==> src/rtl/tdm_demux4_pkg.sv <==
// Shared constants and types for the 4-channel TDM link (transmit and receive sides).
// Both ends rely on the same slot numbering and state encoding.
package tdm_demux4_pkg;

    localparam int unsigned TDM_NCH = 4;
    localparam int unsigned SLOT_W  = 2;

    typedef enum logic {
        StHunt   = 1'b0,
        StLocked = 1'b1
    } tdm_state_e;

    function automatic logic slot_is_last(input logic [SLOT_W-1:0] s);
        return s == SLOT_W'(TDM_NCH - 1);
    endfunction

endpackage

==> src/rtl/tdm_slot_ctr.sv <==
// Slot counter for the TDM link; priority is clear > load > increment.
// Shared with the transmit-side mux sequencer.
module tdm_slot_ctr
    import tdm_demux4_pkg::*;
(
    input  logic              clk_i,
    input  logic              rst_i,
    input  logic              clr_i,
    input  logic              load_i,
    input  logic [SLOT_W-1:0] load_val_i,
    input  logic              inc_i,
    output logic [SLOT_W-1:0] cnt_o
);

    logic [SLOT_W-1:0] cnt_q;
    logic [SLOT_W-1:0] cnt_d;

    always_comb begin
        cnt_d = cnt_q;
        if (clr_i) begin
            cnt_d = '0;
        end else if (load_i) begin
            cnt_d = load_val_i;
        end else if (inc_i) begin
            cnt_d = cnt_q + SLOT_W'(1);
        end
    end

    always_ff @(posedge clk_i) begin
        if (rst_i) begin
            cnt_q <= '0;
        end else begin
            cnt_q <= cnt_d;
        end
    end

    assign cnt_o = cnt_q;

endmodule

==> src/rtl/tdm_demux4.sv <==
// Receive end of a 4:1 TDM link: stages slots 0-2 and publishes all four channels
// atomically when the slot-3 beat arrives.
module tdm_demux4
    import tdm_demux4_pkg::*;
#(
    parameter int unsigned WIDTH = 1,
    parameter int unsigned NCH   = TDM_NCH
) (
    input  logic              clk,
    input  logic              rst,
    input  logic              in_valid,
    input  logic [WIDTH-1:0]  in_data,
    input  logic              in_sync,
    output logic [WIDTH-1:0]  out0,
    output logic [WIDTH-1:0]  out1,
    output logic [WIDTH-1:0]  out2,
    output logic [WIDTH-1:0]  out3,
    output logic              frame_valid,
    output logic [SLOT_W-1:0] slot,
    output logic              locked,
    output logic              sync_err
);

    tdm_state_e        state_q, state_d;
    logic [WIDTH-1:0]  stage_q [NCH-1];
    logic [WIDTH-1:0]  stage_d [NCH-1];
    logic [WIDTH-1:0]  out_q   [NCH];
    logic [WIDTH-1:0]  out_d   [NCH];
    logic              frame_valid_q, frame_valid_d;
    logic              sync_err_q, sync_err_d;

    logic              ctr_clr;
    logic              ctr_load;
    logic              ctr_inc;
    logic [SLOT_W-1:0] slot_q;

    tdm_slot_ctr u_slot_ctr (
        .clk_i      (clk),
        .rst_i      (rst),
        .clr_i      (ctr_clr),
        .load_i     (ctr_load),
        .load_val_i (SLOT_W'(1)),
        .inc_i      (ctr_inc),
        .cnt_o      (slot_q)
    );

    always_comb begin
        state_d       = state_q;
        stage_d       = stage_q;
        out_d         = out_q;
        frame_valid_d = 1'b0;
        sync_err_d    = 1'b0;
        ctr_clr       = 1'b0;
        ctr_load      = 1'b0;
        ctr_inc       = 1'b0;

        if (in_valid) begin
            case (state_q)
                StHunt: begin
                    if (in_sync) begin
                        stage_d[0] = in_data;
                        ctr_load   = 1'b1;
                        state_d    = StLocked;
                    end
                end
                StLocked: begin
                    if (in_sync) begin
                        // A sync anywhere but slot 0 drops the partial frame and restarts it.
                        sync_err_d = (slot_q != '0);
                        stage_d[0] = in_data;
                        ctr_load   = 1'b1;
                    end else if (slot_q == '0) begin
                        sync_err_d = 1'b1;
                        ctr_clr    = 1'b1;
                        state_d    = StHunt;
                    end else if (slot_is_last(slot_q)) begin
                        for (int i = 0; i < int'(NCH) - 1; i++) begin
                            out_d[i] = stage_q[i];
                        end
                        out_d[NCH-1]  = in_data;
                        frame_valid_d = 1'b1;
                        ctr_clr       = 1'b1;
                    end else begin
                        case (slot_q)
                            SLOT_W'(1): stage_d[1] = in_data;
                            SLOT_W'(2): stage_d[2] = in_data;
                            default:    ;
                        endcase
                        ctr_inc = 1'b1;
                    end
                end
                default: state_d = StHunt;
            endcase
        end
    end

    always_ff @(posedge clk) begin
        if (rst) begin
            state_q       <= StHunt;
            frame_valid_q <= 1'b0;
            sync_err_q    <= 1'b0;
            for (int i = 0; i < int'(NCH) - 1; i++) begin
                stage_q[i] <= '0;
            end
            for (int i = 0; i < int'(NCH); i++) begin
                out_q[i] <= '0;
            end
        end else begin
            state_q       <= state_d;
            frame_valid_q <= frame_valid_d;
            sync_err_q    <= sync_err_d;
            stage_q       <= stage_d;
            out_q         <= out_d;
        end
    end

    assign out0        = out_q[0];
    assign out1        = out_q[1];
    assign out2        = out_q[2];
    assign out3        = out_q[3];
    assign frame_valid = frame_valid_q;
    assign sync_err    = sync_err_q;
    assign slot        = slot_q;
    assign locked      = (state_q == StLocked);

endmodule

==> config.mk <==
export PLATFORM = sky130hd
export DESIGN_NAME = tdm_demux4
export DESIGN_NICKNAME = d
export VERILOG_FILES = /design/src/rtl/tdm_demux4_pkg.sv /design/src/rtl/tdm_slot_ctr.sv /design/src/rtl/tdm_demux4.sv
export SDC_FILE = /design/constraint.sdc
export NUM_CORES = 1
export LEC_CHECK = 0
export CAP_MARGIN = 15
export CORE_AREA = 2 2 39 41
export DETAILED_ROUTE_END_ITERATION = 10
export DIE_AREA = 0 0 41 43
export MAX_ROUTING_LAYER = met4
export PLACE_DENSITY = 0.76
export SLEW_MARGIN = 20
export SYNTH_ARGS = -nofsm -noshare
export SYNTH_HDL_FRONTEND = slang
export SYNTH_HIERARCHICAL = 1
export SYNTH_SLANG_ARGS = --single-unit
export TNS_END_PERCENT = 50
==> constraint.sdc <==
create_clock -name clk -period 3.7 [get_ports clk]
set_input_delay 0.555 -clock clk [delete_from_list [all_inputs] [get_ports clk]]
set_output_delay 0.555 -clock clk [all_outputs]
set_load 0.05 [all_outputs]
**Word level (Yosys, flattened, before mapping)**

Cells that the tools add are included.
W data, S select, Z words.

- Flip-flop bits (word level): 12
- Bits of input ports: 5
- Output and inout bits: 9
- Logic and storage cells: 52

- Add/subtract/negate cells: 1
- Equality and inequality tests: 3
- Multiplexer cells: 20
- Bitwise gates (word level): 5
- Reductions and logical operators: 11

Operators by type and width:

| kind | number |
|---|---|
| $mux W1 | 19 |
| $reduce_and A6 Y1 | 2 |
| $reduce_or A3 Y1 | 2 |
| $not A1 Y1 | 5 |
| $reduce_and A5 Y1 | 1 |
| $reduce_or A5 Y1 | 1 |
| $eq A2 B2 Y1 const B | 2 |
| $reduce_bool A2 Y1 | 2 |
| $add A2 B1 Y2 const B | 1 |
| $eq A2 B1 Y1 const B | 1 |
| $logic_not A2 Y1 | 1 |
| $pmux W1 S2 | 1 |
| $reduce_and A2 Y1 | 1 |
| $reduce_or A2 Y1 | 1 |

**Depth between registers and ports, before layout**

- Word-level depth: 8
- Mapped depth: 7
- Depth with buffers taken out: 7

**Modules after synthesis**

Netlist, hierarchy kept.

Modules (own cells, without submodules):

| module | times used | cells an instance | area an instance (um2) | seq. area each (um2) |
|---|---|---|---|---|
| tdm_demux4 | 1 | 52 | 484.2 | 200.2 |
| tdm_slot_ctr | 1 | 10 | 103.8 | 40.0 |

**Worst setup path after synthesis**

Ideal clock, no wire load.

- Kind: register to register
- From: reg u_slot_ctr.cnt_q[0] (netlist: u_slot_ctr/cnt_o[0])
- To: reg u_slot_ctr.cnt_q[1] (netlist: u_slot_ctr/cnt_o[1])
- Library setup time: 116 ps
- Data arrival time: 1839 ps
- Required time: 3584 ps
- Path slack: 1745 ps
- Stages on the path, launching flop included: 6
- Path buffers: 0
- Period minus slack after synthesis: 1955 ps
- Cells stage by stage: dfxtp_1 inv_1 ha_1 and4b_2 a211o_1 and4_1

- Elaborated cells between the ends (all ways): 14
- Classes of those cells: 1 x add/sub; 1 x eq/ne; 10 x mux; 2 x reduce/logical

RTL lines:

| element | line | RTL |
|---|---|---|
| start, declared | tdm_slot_ctr.sv:15 | `logic [SLOT_W-1:0] cnt_q;` |
| start signal, assigned | tdm_slot_ctr.sv:33 | `cnt_q <= cnt_d;` |
| $eq A2 B2 Y1 | tdm_demux4_pkg.sv:14 | `return s == SLOT_W'(TDM_NCH - 1);` |
| $mux W1 | tdm_demux4.sv:76 | `end else if (slot_is_last(slot_q)) begin` |
| $mux W1 (*) | tdm_demux4.sv:72 | `end else if (slot_q == '0) begin` |
| $mux W1 (*) | tdm_demux4.sv:67 | `if (in_sync) begin` |
| $mux W1 (*) | tdm_demux4.sv:58 | `case (state_q)` |
| $mux W1 (*) | tdm_demux4.sv:57 | `if (in_valid) begin` |
| via ctr_inc | tdm_demux4.sv:34 | `logic ctr_inc;` |

Mark *: on every way through the listed nets, which the timed path passes. The rest lies on a longest branch.
A chain may end at the register's enable or synchronous reset.

**Worst setup path after layout**

- From: reg u_slot_ctr.cnt_q[0] (netlist: u_slot_ctr/cnt_o[0])
- To: out slot[0]

RTL lines:

| element | line | RTL |
|---|---|---|
| end, declared | tdm_demux4.sv:19 | `output logic [SLOT_W-1:0] slot,` |

No word-level cell between the ends.

==> run_results.csv <==
group,metric,value,unit
setup_path,path_class,"reg -> out",
min_path,hp-class,"reg -> reg",
setup_path,critPathCaptureType,"output pin",
placement,placed_cell_area,734.5,um^2
clock_network,cts_root_buf,"clkbuf_4",
global_route,grt_pass1_vias,405,
drt,wire_per_inst,10.76,um
synth,ys_ff_latch,12,
sta,fin_skew,0.001804,ns
clock_network,cts_tree,"yes",
setup_path,crit_required,3.14,ns
setup_path,cp_top_family,"buffers and inverters",
setup_path,path_buf_inv,1,
sta,rsz0062_at_grt,"false",
drt,final_antenna_net_count,0,
finish,syn2layout_area_growth,31.06,%
synth,synth_most_common_cell,"dfxtp_1",
clock_network,cts_repair_resize_count,0,
finish,nets,90,
global_route,grt_max_degree,13,
floorplanning,ioPinCount,14,
sta,min_period_over_period,58.03,%
drt,vias,459,
floorplanning,die_x,41,um
placement,io_buffers,13,
sta,finalHoldViolations,0,
placement,hpwl,783.7,um
floorplanning,rows,14,
clock_network,cts_made_buffers,3,
setup_path,startpoint_type,"register",
synth,synth_top_cell_area_share,40.85,%
finish,stdcell_area,770.7,um^2
synth,syn_nets,73,
drt,routed_via_density,4.883,
pwr,ir_drop,0.2483,mV
synth,async_flop_share,0,%
setup_path,crit_chain,"clkdlybuf4s50_1",
sta,setup_tns,0,ns
sta,slew_violations,0,
clock_network,htree_num_levels,1,
global_route,grt-ovfl-total,0,
global_route,grt_pass1_wl,1593,um
drt,wirelength,1011,um
floorplanning,start_util,42.50,%
status,status,"finished, final reports clean",
sta,setup_violations,0,
sta,hold_ws,0.4755,ns
finish,drive_gt1_share,7.692,%
sta,achievable-frequency,465.7,MHz
finish,regArea,240.2,um^2
global_route,antenna_found_initial,0,
synth,syn_avg_cell_area,9.485,um^2
synth,ys_types,22,
global_route,grt_usage,13.62,%
pwr,p_per_area,362.6,nW/um^2
synth,syn_area,588.1,um^2
setup_path,slowest_stage,"clkdlybuf4s50_1",
floorplanning,coreArea,1384,um^2
synth,ys_warn_count,6,
finish,fillers,125,
drt,drt_iter0_drc,3,
synth,yosysTopAreaCell,"dfxtp_1",
synth,synth_cells,62,
setup_path,worstPathArrival,1.59,ns
clock_network,clock_latency,0.26,ns
sta,tightest_slew,0.5055,ns
pwr,power_leakage,0.0003665,uW
floorplanning,fp.dieArea,1763,um^2
finish,antennaDiodeCount,0,
synth,yosys-top-cells-count,"12 x dfxtp_1, 7 x nor2_1, 6 x ha_1, 6 x mux2i_1, 5 x nand2_1",
sta,layout_min_cycle_time,2.147,ns
setup_path,slowest_delay,0.86,ns
synth,synth.yosys.seq_area_share,40.85,%
placement,routabilityCongestion,0.7157,
finish,multi_input_area,329.1,um^2
job,max-cap-violations,0,
drt,dr.pass1.iters,2,
clock_network,clk_pin_slew,0.08,ns
synth,ys.flop_type,"dfxtp_1",
clock_network,ctsHoldBuffers,0,
floorplanning,die_h,43,um
finish,fin_util,55.70,%
drt,drc,0,
clock_network,cts_buffer_depth,2,
clock_network,post_cts_buffers,0,
synth,synth_edf_count,0,
clock_network,cts.sinks,12,
setup_path,path_max_fanout,7,
synth,yosys-top-cells-area,"dfxtp_1 41%, ha_1 13%, mux2i_1 10%",
sta,slew_headroom,66.20,%
## sequential cells by signal (all words and copies together) (netlist names)
signal,flops
locked,1
stage_q,3
u_slot_ctr/cnt_o,2
frame_valid,1
out1,1
out2,1
sync_err,1
out3,1
out0,1
## final timing paths
kind,cells past startpoint,startpoint,slack [ns],to
max,1,u_slot_ctr/cnt_o[0]$_SDFFE_PP0P_,1.55,slot[0]
min,2,stage_q[0]$_SDFFE_PP0P_,0.48,stage_q[0]$_SDFFE_PP0P_
max reg2reg,5,u_slot_ctr/cnt_o[0]$_SDFFE_PP0P_,1.99,u_slot_ctr/cnt_o[1]$_SDFFE_PP0P_
min reg2reg,2,stage_q[0]$_SDFFE_PP0P_,0.48,stage_q[0]$_SDFFE_PP0P_
## area by class of cell
| type | instances | area share [%] |
|---|---|---|
| Timing Repair Buffer | 13 | 16.88 |
| Inverter | 4 | 1.948 |
| Sequential cell | 12 | 31.17 |
| Tap cell | 16 | 2.597 |
| Multi-Input combinational cell | 45 | 42.69 |
| Clock buffer | 4 | 4.708 |
## routing by layer
layer  part of all wire [%]  track usage (%)  vias to the layer above
met5                      0                -                        -
met4                   0.69            8.000                        0
met3                    5.4            3.141                        2
met2                     45            18.75                       10
met1                     49            17.53                      210
li1                       -                -                      237
## kinds of logic (layout without fill, tap and decap cells)
family                     after synthesis  after routing  share of synthesized area [%]
other                                    2              2                          1.277
adders and majority gates                6              6                          12.77
DFF                                     12             12                          40.85
AOI/OAI and AO/OA                        4              4                          5.532
and+or+nand+nor                         26             26                          24.68
buffers and inverters                    5             21                          3.190
muxes                                    6              6                          10.21
xor gates and xnor gates                 1              1                          1.490
## report_power, final
part           internal (uW)  switching [uW]
registers                132            4.36
logic                   17.2            22.3
clock network           59.7            43.8
## stage by stage
stage,cells,total power (uW),setup slack (ns)
finish,94,279.5,1.553
global route,94,291.2,1.484
CTS,94,283.3,1.540
detailed placement,90,179.4,1.711
global placement,90,178.3,1.728
floorplan,62,164.4,1.745
## placed cells by master, fill, tap and decap left out
master and instances:
nor2_1 7, nand4_1 1, and2_2 1, dfxtp_1 12
xor2_1 1, o211a_1 1, nand2b_1 4, ha_1 6
a21oi_1 1, nor3_1 2, nand4b_1 1, clkdlybuf4s50_1 13
nand2_1 5, conb_1 2, inv_1 4, nor3b_1 1
clkbuf_8 1, mux2i_1 6, and4b_2 1, and4_1 1
or2b_1 2, clkbuf_4 3, a311oi_1 1, a211o_1 1
No activity file was read; power rests on OpenSTA's default activity.
==> RTL edit 1: new RTL, same settings <==
Add an input register stage for `in_valid`, `in_data` and `in_sync`; this delays them by one clock.
--- a/src/rtl/tdm_demux4.sv
+++ b/src/rtl/tdm_demux4.sv
@@ -20,6 +20,16 @@
     output logic              locked,
     output logic              sync_err
 );
+
+    logic in_valid_q;
+    logic [WIDTH-1:0] in_data_q;
+    logic in_sync_q;
+
+    always_ff @(posedge clk) begin
+        in_valid_q <= in_valid;
+        in_data_q  <= in_data;
+        in_sync_q  <= in_sync;
+    end
 
     tdm_state_e        state_q, state_d;
     logic [WIDTH-1:0]  stage_q [NCH-1];
@@ -54,20 +64,20 @@
         ctr_load      = 1'b0;
         ctr_inc       = 1'b0;
 
-        if (in_valid) begin
+        if (in_valid_q) begin
             case (state_q)
                 StHunt: begin
-                    if (in_sync) begin
-                        stage_d[0] = in_data;
+                    if (in_sync_q) begin
+                        stage_d[0] = in_data_q;
                         ctr_load   = 1'b1;
                         state_d    = StLocked;
                     end
                 end
                 StLocked: begin
-                    if (in_sync) begin
+                    if (in_sync_q) begin
                         // A sync anywhere but slot 0 drops the partial frame and restarts it.
                         sync_err_d = (slot_q != '0);
-                        stage_d[0] = in_data;
+                        stage_d[0] = in_data_q;
                         ctr_load   = 1'b1;
                     end else if (slot_q == '0) begin
                         sync_err_d = 1'b1;
@@ -77,13 +87,13 @@
                         for (int i = 0; i < int'(NCH) - 1; i++) begin
                             out_d[i] = stage_q[i];
                         end
-                        out_d[NCH-1]  = in_data;
+                        out_d[NCH-1]  = in_data_q;
                         frame_valid_d = 1'b1;
                         ctr_clr       = 1'b1;
                     end else begin
                         case (slot_q)
-                            SLOT_W'(1): stage_d[1] = in_data;
-                            SLOT_W'(2): stage_d[2] = in_data;
+                            SLOT_W'(1): stage_d[1] = in_data_q;
+                            SLOT_W'(2): stage_d[2] = in_data_q;
                             default:    ;
                         endcase
                         ctr_inc = 1'b1;
Function: changed (a bounded check fails within 4 cycles, from zero or initial values and one cycle with rst high).
==> RTL edit 1 against the original RTL <==
Die area unchanged; setup slack got worse by 16 ps; sequential cell count grew 3; sequential power increased by 26%; total power up 9.5%; wire length rose by 14%; area after synthesis is 10% higher; design area grew 6.7%; critical endpoint unchanged; highest routed layer unchanged.
==> RTL edit 1: results <==
[logic_synthesis]
synth_xor_area_frac = 0.0135
synth_common_cells = dfxtp_1, nor2_1, ha_1, mux2i_1, nand2_1
synth_fa_ha_area_frac = 0.116
synth_nets = 76
yosysSeqAreaShare = 0.463
synth.avg_cell_area_um2 = 9.97
yosys-top-cells-area = dfxtp_1, ha_1, mux2i_1, nor2_1, nand2b_1

[outcome]
status = finished clean

[place]
post-dp-hpwl_um = 765
place.gp.congestion = 0.826
dpl_cell_area_um2 = 795

[global_routing]
grt_pass1_vias = 463
grt_pass1_wl_mm = 1.90

[layout]
stdcell_count = 97
fillerInstances = 118
drive_above_1_share = 0.0741

[min_path]
min_to = stage_q[2]

[timing]
holdWs_ps = 481
max_freq_mhz = 462
worstMarginPinSlew_ps = 501

[routing]
first_pass_iters = 4
wire_per_inst_um = 11.9
first_iter_violations = 10

[power_and_ir_drop]
max-vdd-ir-drop_mv = 0.262

[clocking]
insertion_delay_ps = 290
## RTL edit 1: cell count changes in the layout (fill, tap and decap cells not counted)
cell,change
dfxtp_1,+3
clkinv_2,+1
clkbuf_8,-1
## RTL edit 1: area by class of cell
class                   instances  area [um2]  share of cell area
repair buffers                 13         130               0.158
multi-input cells              45         329               0.400
clock inverters                 1        5.00             0.00609
clock buffers                   3        22.5              0.0274
flip-flops and latches         15         300               0.365
inverters                       4        15.0              0.0183
well taps                      16        20.0              0.0244
## RTL edit 1: power breakdown
| group | internal (mW) | switching [mW] | total [mW] |
|---|---|---|---|
| sequential | 0.166 | 0.00637 | 0.173 |
| combinational | 0.0174 | 0.0223 | 0.0397 |
| clock | 0.0402 | 0.0535 | 0.0936 |
## RTL edit 1: routing by layer
layer  share of wire  up-vias  routed length [um]  GRT usage
li1                -      249                   -          -
met1            0.45      220                 520      0.200
met2            0.48       21                 552      0.228
met3           0.057        2                  66     0.0628
met4           0.010        0                  12      0.160
met5               0        -                   0          -
==> RTL edit 2: new RTL, config.mk and constraints unchanged <==
Made on the original files. `TDM_NCH`: 4 -> 8.
--- a/src/rtl/tdm_demux4_pkg.sv
+++ b/src/rtl/tdm_demux4_pkg.sv
@@ -2,7 +2,7 @@
 // Both ends rely on the same slot numbering and state encoding.
 package tdm_demux4_pkg;
 
-    localparam int unsigned TDM_NCH = 4;
+    localparam int unsigned TDM_NCH = 8;
     localparam int unsigned SLOT_W  = 2;
 
     typedef enum logic {
Formal check against the unedited RTL: not equivalent (Yosys sat finds a counterexample within 10 cycles, from zero or initial values and one cycle with rst high).
==> RTL edit 2 against the original RTL <==
Area after synthesis is 4.7% lower; total power is 12% lower; wire length is 11% lower; fmax is 1.1% higher; sequential share of layout area is 0.56 points lower; sequential cell count is 1 lower; clock skew is 2.1 ps higher; setup slack better by 22 ps; die area stayed put; design area is 6.7% lower; critical path type unchanged; largest cell class unchanged; highest routed layer unchanged.
==> RTL edit 2: results <==
[outcome]
status = finished clean

[routing]
dr_wl_met3_um = 45
wl_met2_um = 427
wl_met1_um = 422
vias = 433
first_iter_violations = 0

[power_and_ir_drop]
leakage_nw = 0.342
max-vdd-ir-drop_mv = 0.151

[place]
dpl_cell_area_um2 = 693
place.gp.congestion = 0.680
portBuffers = 12

[timing]
finClkSkew_ps = 3.94

[logic_synthesis]
synth_fa_ha_area_frac = 0.134
yosysSeqAreaShare = 0.393
yosys-top-cells-area = dfxtp_1, ha_1, mux2i_1, nor2_1, nand2b_1
synth_compound_area_frac = 0.0491
synth_xor_area_frac = 0.0156
synth_common_cells = dfxtp_1, nor2_1, ha_1, mux2i_1

[layout]
layout.nets = 86
drive_above_1_share = 0.0676

[global_routing]
grt_pass1_wl_mm = 1.39
grt_use_met1 = 0.155
grt_use_total = 0.124
grt_max_degree = 12
grt_pass1_vias = 338

[critical_path]
crit_arrival_ps = 1570
[RTL edit 2: worst register-to-register path: stages (launching register included)]
cell and delay [ps]:
dfxtp_1 460, inv_1 100, ha_1 320, and4b_2 260, a211o_1 290, and4_1 160
[RTL edit 2: area by class of cell]
cell class / count / area share
Clock buffer: 4 / 0.0365
Tap cell: 16 / 0.0278
Timing Repair Buffer: 12 / 0.167
Inverter: 4 / 0.0209
Multi-Input combinational cell: 43 / 0.442
Sequential cell: 11 / 0.306
[RTL edit 2: worst paths after layout]
path	depth (start not counted)	end	startpoint
setup / recovery	1	slot[0]	u_slot_ctr/cnt_o[0]
hold / removal	2	stage_q[5]	stage_q[5]
hold reg to reg	2	stage_q[5]	stage_q[5]
setup reg to reg	5	u_slot_ctr/cnt_o[1]	u_slot_ctr/cnt_o[0]
[RTL edit 2: per-stage QoR]
step | setup slack [ps] | power (mW) | utilization | hold slack, ps | std cells
after floorplan | 1750 | 0.156 | - | 452 | 60
after global placement | 1770 | 0.169 | 0.501 | 469 | 86
after detailed placement | 1750 | 0.170 | 0.501 | 477 | 86
after CTS | 1560 | 0.250 | 0.520 | 487 | 90
after global routing | 1520 | 0.260 | 0.520 | 520 | 90
final | 1580 | 0.245 | 0.520 | 482 | 90
[RTL edit 2: power by group through the flow]
stage	sequential, mW	combinational (mW)	clock, mW
3_5_place_dp	0.128	0.0415	0
3_3_place_gp	0.128	0.0409	0
4_1_cts	0.126	0.0418	0.0830
5_1_grt	0.126	0.0450	0.0886
2_1_floorplan	0.137	0.0198	0
6_report	0.126	0.0414	0.0781
